### config.mk
export PLATFORM = sky130hd
export DESIGN_NAME = fifo_rd_arbiter_flat
export DESIGN_NICKNAME = d
export VERILOG_FILES = /design/src/rtl/fifo_rd_arbiter_if.sv /design/src/rtl/fifo_rd_arbiter.sv /design/src/flat_wrapper.sv
export SDC_FILE = /design/constraint.sdc
export NUM_CORES = 1
export LEC_CHECK = 0
export CORE_MARGIN = 2
export CORE_UTILIZATION = 40
export DETAILED_ROUTE_END_ITERATION = 10
export PLACE_DENSITY = 0.67
export SKIP_LAST_GASP = 1
export SLEW_MARGIN = 40
export SYNTH_ARGS = -nofsm -noshare
export SYNTH_HDL_FRONTEND = slang
export SYNTH_SLANG_ARGS = --single-unit
### constraint.sdc
create_clock -name rclk -period 2.3 [get_ports rclk]
set_input_delay 0.46 -clock rclk [delete_from_list [all_inputs] [get_ports rclk]]
set_output_delay 0.46 -clock rclk [all_outputs]
set_load 0.005 [all_outputs]
### src/rtl/fifo_rd_arbiter_if.sv
// Read-side bundle between the FIFO read controller, the arbiter and the
// downstream consumers. The master modport is the arbiter's view.
interface fifo_rd_arbiter_if #(
    parameter int DATASIZE = 8,
    parameter int NREQ     = 4,
    parameter int IDW      = 2
);
    logic [NREQ-1:0]     req;
    logic                rempty;
    logic [DATASIZE-1:0] rdata;
    logic                rinc;
    logic [NREQ-1:0]     gnt;
    logic [DATASIZE-1:0] dout;
    logic                dout_valid;
    logic [IDW-1:0]      dout_id;

    modport master (
        input  req, rempty, rdata,
        output rinc, gnt, dout, dout_valid, dout_id
    );

    modport slave (
        output req, rempty, rdata,
        input  rinc, gnt, dout, dout_valid, dout_id
    );
endinterface

### src/rtl/fifo_rd_arbiter.sv
// Round-robin scheduler sharing the asynchronous FIFO's read port among NREQ
// consumers. One consumer holds the port for a burst of up to BURST pops; each
// popped word is registered and tagged with the owning consumer's index.
module fifo_rd_arbiter #(
    parameter int DATASIZE = 8,
    parameter int NREQ     = 4,
    parameter int IDW      = 2,
    parameter int BURST    = 4
) (
    input logic               rclk,
    input logic               rrst_n,
    fifo_rd_arbiter_if.master bus
);
    localparam int             CNTW     = $clog2(BURST) + 1;
    localparam logic [CNTW-1:0] CNT_LAST = CNTW'(BURST - 1);

    typedef enum logic [1:0] {
        S_IDLE  = 2'd0,
        S_ARB   = 2'd1,
        S_BURST = 2'd2
    } state_t;

    state_t              state;
    logic [IDW-1:0]      cur;
    logic [IDW-1:0]      last;
    logic [CNTW-1:0]     cnt;
    logic [NREQ-1:0]     gnt_p0;
    logic                rinc_c;
    logic [IDW:0]        pick;
    logic                burst_done;

    logic [DATASIZE-1:0] dout_p1;
    logic                dout_valid_p1;
    logic [IDW-1:0]      dout_id_p1;

    // First requester found searching upward from after_idx+1 with wrap-around.
    // Returns {found, index}. Iterating from the far end downward lets the
    // nearest candidate overwrite any farther one.
    function automatic logic [IDW:0] rr_pick(input logic [NREQ-1:0] r,
                                              input logic [IDW-1:0]  after_idx);
        logic [IDW:0] res;
        int           idx;
        res = '0;
        for (int i = NREQ; i >= 1; i--) begin
            idx = (int'(after_idx) + i) % NREQ;
            if (r[idx]) res = {1'b1, IDW'(idx)};
        end
        return res;
    endfunction

    assign pick       = rr_pick(bus.req, last);
    // Pop is combinational so a stalled FIFO resumes the same cycle it fills.
    assign rinc_c     = (state == S_BURST) && bus.req[cur] && !bus.rempty;
    assign burst_done = (rinc_c && (cnt == CNT_LAST)) || !bus.req[cur];

    // Arbitration FSM: IDLE -> ARB -> BURST, grant and pointers registered.
    always_ff @(posedge rclk or negedge rrst_n) begin
        if (!rrst_n) begin
            state  <= S_IDLE;
            cur    <= '0;
            last   <= IDW'(NREQ - 1);
            cnt    <= '0;
            gnt_p0 <= '0;
        end else begin
            case (state)
                S_IDLE: begin
                    if ((|bus.req) && !bus.rempty) state <= S_ARB;
                end
                S_ARB: begin
                    if (pick[IDW]) begin
                        cur    <= pick[IDW-1:0];
                        gnt_p0 <= {{(NREQ-1){1'b0}}, 1'b1} << pick[IDW-1:0];
                        cnt    <= '0;
                        state  <= S_BURST;
                    end else begin
                        state  <= S_IDLE;
                    end
                end
                S_BURST: begin
                    if (burst_done) begin
                        state  <= S_IDLE;
                        gnt_p0 <= '0;
                        last   <= cur;
                        cnt    <= '0;
                    end else if (rinc_c) begin
                        cnt    <= cnt + CNTW'(1);
                    end
                end
                default: begin
                    state  <= S_IDLE;
                    gnt_p0 <= '0;
                end
            endcase
        end
    end

    // ---- stage p1: capture the popped word and its owner one cycle after the pop
    always_ff @(posedge rclk or negedge rrst_n) begin
        if (!rrst_n) begin
            dout_p1       <= '0;
            dout_valid_p1 <= 1'b0;
            dout_id_p1    <= '0;
        end else begin
            dout_valid_p1 <= rinc_c;
            if (rinc_c) begin
                dout_p1    <= bus.rdata;
                dout_id_p1 <= cur;
            end
        end
    end

    assign bus.rinc       = rinc_c;
    assign bus.gnt        = gnt_p0;
    assign bus.dout       = dout_p1;
    assign bus.dout_valid = dout_valid_p1;
    assign bus.dout_id    = dout_id_p1;
endmodule

### src/flat_wrapper.sv
// flat-port wrapper written by rule: the top's interface ports become plain ports
module fifo_rd_arbiter_flat 
#(
    parameter int DATASIZE = 8,
    parameter int NREQ     = 4,
    parameter int IDW      = 2,
    parameter int BURST    = 4
)
  (rclk, rrst_n, bus_req, bus_rempty, bus_rdata, bus_rinc, bus_gnt, bus_dout, bus_dout_valid, bus_dout_id);
  fifo_rd_arbiter_if #(.DATASIZE(DATASIZE), .NREQ(NREQ), .IDW(IDW)) bus_i ();
  input logic rclk;
  input logic rrst_n;
  input wire logic [$bits(bus_i.req)-1:0] bus_req;
  input wire logic [$bits(bus_i.rempty)-1:0] bus_rempty;
  input wire logic [$bits(bus_i.rdata)-1:0] bus_rdata;
  output wire logic [$bits(bus_i.rinc)-1:0] bus_rinc;
  output wire logic [$bits(bus_i.gnt)-1:0] bus_gnt;
  output wire logic [$bits(bus_i.dout)-1:0] bus_dout;
  output wire logic [$bits(bus_i.dout_valid)-1:0] bus_dout_valid;
  output wire logic [$bits(bus_i.dout_id)-1:0] bus_dout_id;
  assign bus_i.req = bus_req;
  assign bus_i.rempty = bus_rempty;
  assign bus_i.rdata = bus_rdata;
  assign bus_rinc = bus_i.rinc;
  assign bus_gnt = bus_i.gnt;
  assign bus_dout = bus_i.dout;
  assign bus_dout_valid = bus_i.dout_valid;
  assign bus_dout_id = bus_i.dout_id;
  fifo_rd_arbiter #(.DATASIZE(DATASIZE), .NREQ(NREQ), .IDW(IDW), .BURST(BURST)) u_core (.rclk(rclk), .rrst_n(rrst_n), .bus(bus_i));
endmodule
==> out/qor.csv <==
stage,metric,value,unit
layout,drive_gt1_share,26.3,%
pwr,finalPower,1.92,mW
clock_tree,cts_tree,built,
setup_path,r2r_cells,5,
setup_path,r2r-end,u_core.bus.gnt[2],
die,die_y,59.0,um
die,die_w,59.0,um
yosys,syn_nets,125,
routing,drt_iter0_drc,23,
layout,final_cell_area,1690,um^2
yosys,ys_async_sr_fraction,100,%
timing,skew,1.73,ps
routing,num_vias,978,
clock_tree,cts.clk_slew.worst_paths,130,ps
placed_design,dp_hpwl,1.95,mm
setup_path,required,2540,ps
grt,grt_pass1_vias,1025,
timing,period_minus_slack,2220,ps
timing,max_freq,0.451,GHz
yosys,ys_types,28,
grt,antenna_found_initial,0,
setup_path,cpPeakStageDelay,510,ps
die,core_region_area,2810,um^2
yosys,yosysTopAreaCellShare,45.5,%
pwr,power-per-cell-area,1140,nW/um^2
die,die_area,3480,um^2
placed_design,placed_area,1640,um^2
setup_path,critPathCaptureType,flip-flop,
timing,tightest_slew,363,ps
setup_path,path_max_fanout,2,
clock_tree,htreeDepth,1,
yosys,synth-edff-count,0,
setup_path,slowest_stage,mux4_2,
yosys,ys_ff_latch,24,
yosys,avgSynthCellArea,11.5,um^2
setup_path,critPathTopFamily,buffers and inverters,
yosys,synth.area.top_cells,"dfrtp_1, mux2_2, ha_1, dfstp_2, a21oi_1",
yosys,seq_area_frac_synth,49.9,%
setup_path,crit_path_start_kind,input pin,
layout,finalNetCount,173,
timing,post-route-period-util,96.4,%
yosys,yosys_warnings,0,
grt,overflow,0,
yosys,ys.flop_type,dfrtp_1,
clock_tree,cts.sink_count,24,
grt,grt_first_pass_wirelength,4.43,mm
routing,ant_nets,0,
routing,route.detailed.drc,2,
setup_path,crit_buf_inv,2,
die,start_util,43.1,%
routing,wire_per_inst,13.6,um
setup_path,r2r_start,u_core.cur[1],
routing,wl,2.50,mm
timing,timing.slew.headroom,75.6,%
grt,track_usage,16.7,%
setup_path,worstPathArrival,2460,ps
placed_design,routabilityCongestion,0.830,
layout,num_antenna_cells,0,
yosys,synth_top_area_cell,dfrtp_1,
die,ios,31,
setup_path,ff2ff_setup_slack,170,ps
run_status,violations,DRC,
timing,finalSetupViolCount,0,
die,rows,19,
clock_tree,cts_buffers,3,
timing,slew_viol_final,0,
placed_design,io_buffer_count,30,
run_status,status,"complete, but fails checks",
timing,holdWs,480,ps
clock_tree,clk_latency,320,ps
routing,drtPass1Iterations,7,
pwr,max-vdd-ir-drop,638,uV
grt,grt_max_degree,25,
clock_tree,cts_root_buf,clkbuf_4,
setup_path,path_class,in -> reg,
layout,area_growth,40.2,%
run,cap_violations,0,
yosys,ys_top_cells_by_count,"dfrtp_1, mux2_2, a21oi_1, nor2_1",
setup_path,crit_chain,clkdlybuf4s50_1 > mux4_2 > buf_4 > a31o_4 > or4_1 > o31ai_1,
pwr,p_leak,0.774,nW
yosys,netlist_instances,105,
routing,vias_per_cell,5.34,
timing,rsz0062_at_grt,no,
worst_hold_path,hp-class,in -> async,
yosys,synthesis.area,1210,um^2
clock_tree,clk_path_buf_depth,2,
yosys,yosysMostFrequentCell,dfrtp_1,
timing,hold_viol_final,0,
[per-stage QoR]
stage	utilization, %	setup WS (ps)	TNS, ps	cells
global route	60.4	35.8	0	183
CTS	60.6	42.8	0	183
floorplan	-	298	0	105
global placement	58.5	-212	-333	178
detailed placement	58.5	-217	-458	178
finish	60.4	82.6	0	183
[routing by layer]
metal / up-vias / routed length (um) / track usage (%) / share of wire (%)
met5: - / 0 / 0 / 0
met4: 0 / 9 / 2.92 / 0.36
met3: 2 / 192 / 6.55 / 7.7
met2: 30 / 1280 / 28.9 / 51
met1: 466 / 1020 / 19.8 / 41
li1: 480 / - / - / -
[layout make-up]
type | count | area, um^2
Timing Repair Buffer | 44 | 399
Inverter | 6 | 22.5
Fill cell | 231 | 1110
Clock buffer | 3 | 22.5
Tap cell | 31 | 38.8
Clock inverter | 1 | 30.0
Multi-Input combinational cell | 74 | 578
Sequential cell | 24 | 603
[report_power, final]
part	switching (mW)	internal, mW	total (mW)	leakage (nW)
registers	0.113	0.608	0.721	0.304
clock network	0.132	0.176	0.308	0.0279
logic	0.353	0.542	0.895	0.443
total	0.599	1.33	1.92	0.774
[what timing repair did]
action | 4_1_cts | 5_1_grt
resized for setup | 3 | 1
endpoints found under the setup margin | 1 | 1
buffers inserted | 1 | 0
hold buffers | 0 | 0
[logic make-up after synthesis]
group | after synthesis | share of synthesized area [%]
compound gates | 26 | 14.7
mux | 16 | 15.8
simple gates | 27 | 12.1
buf+inv | 7 | 2.28
fa+ha+maj | 5 | 5.18
flops | 24 | 49.9
[worst register-to-register path: stages, from the launching register on]
cell and delay, ps:
dfrtp_1 430, mux4_2 550, buf_4 170, a31o_4 220, or4_1 490, o31ai_1 190
[flip-flops by register name, summed over array words and instances, names as in the netlist]
register	cells
u_core.bus.dout_valid	1
u_core.bus.dout_id	2
u_core.last	2
u_core.cur	2
u_core.bus.gnt	4
u_core.cnt	3
u_core.bus.dout	8
u_core.state	2
[worst max-delay path by stage]
stage | startpoint | endpoint | cells past startpoint
after floorplan | bus_req[3] | u_core.bus.gnt[2] | 4
after global placement | bus_req[3] | bus_rinc | 5
after detailed placement | bus_req[2] | bus_rinc | 5
after CTS | bus_req[3] | bus_rinc | 5
after global routing | bus_req[3] | u_core.bus.gnt[2] | 6
final | bus_req[3] | u_core.bus.gnt[2] | 6
[cell usage in the layout, fill, tap and decap left out, types with 2 or more instances in the layout]
master / netlist / layout
nor2_1: 7 / 7
and3_1: 4 / 4
nand2_1: 4 / 4
a21oi_1: 7 / 7
o21ai_0: 6 / 6
dfrtp_1: 22 / 22
mux2_2: 15 / 15
o31ai_1: 4 / 4
ha_1: 5 / 5
buf_4: 0 / 14
or2b_1: 2 / 2
nand2b_1: 2 / 2
nand3_1: 2 / 2
clkdlybuf4s50_1: 0 / 28
or4_1: 2 / 2
o211ai_1: 2 / 2
a21boi_0: 2 / 2
inv_1: 6 / 6
clkbuf_4: 0 / 3
dfstp_2: 2 / 2
Note: power is estimated with default switching activity, not from simulation.
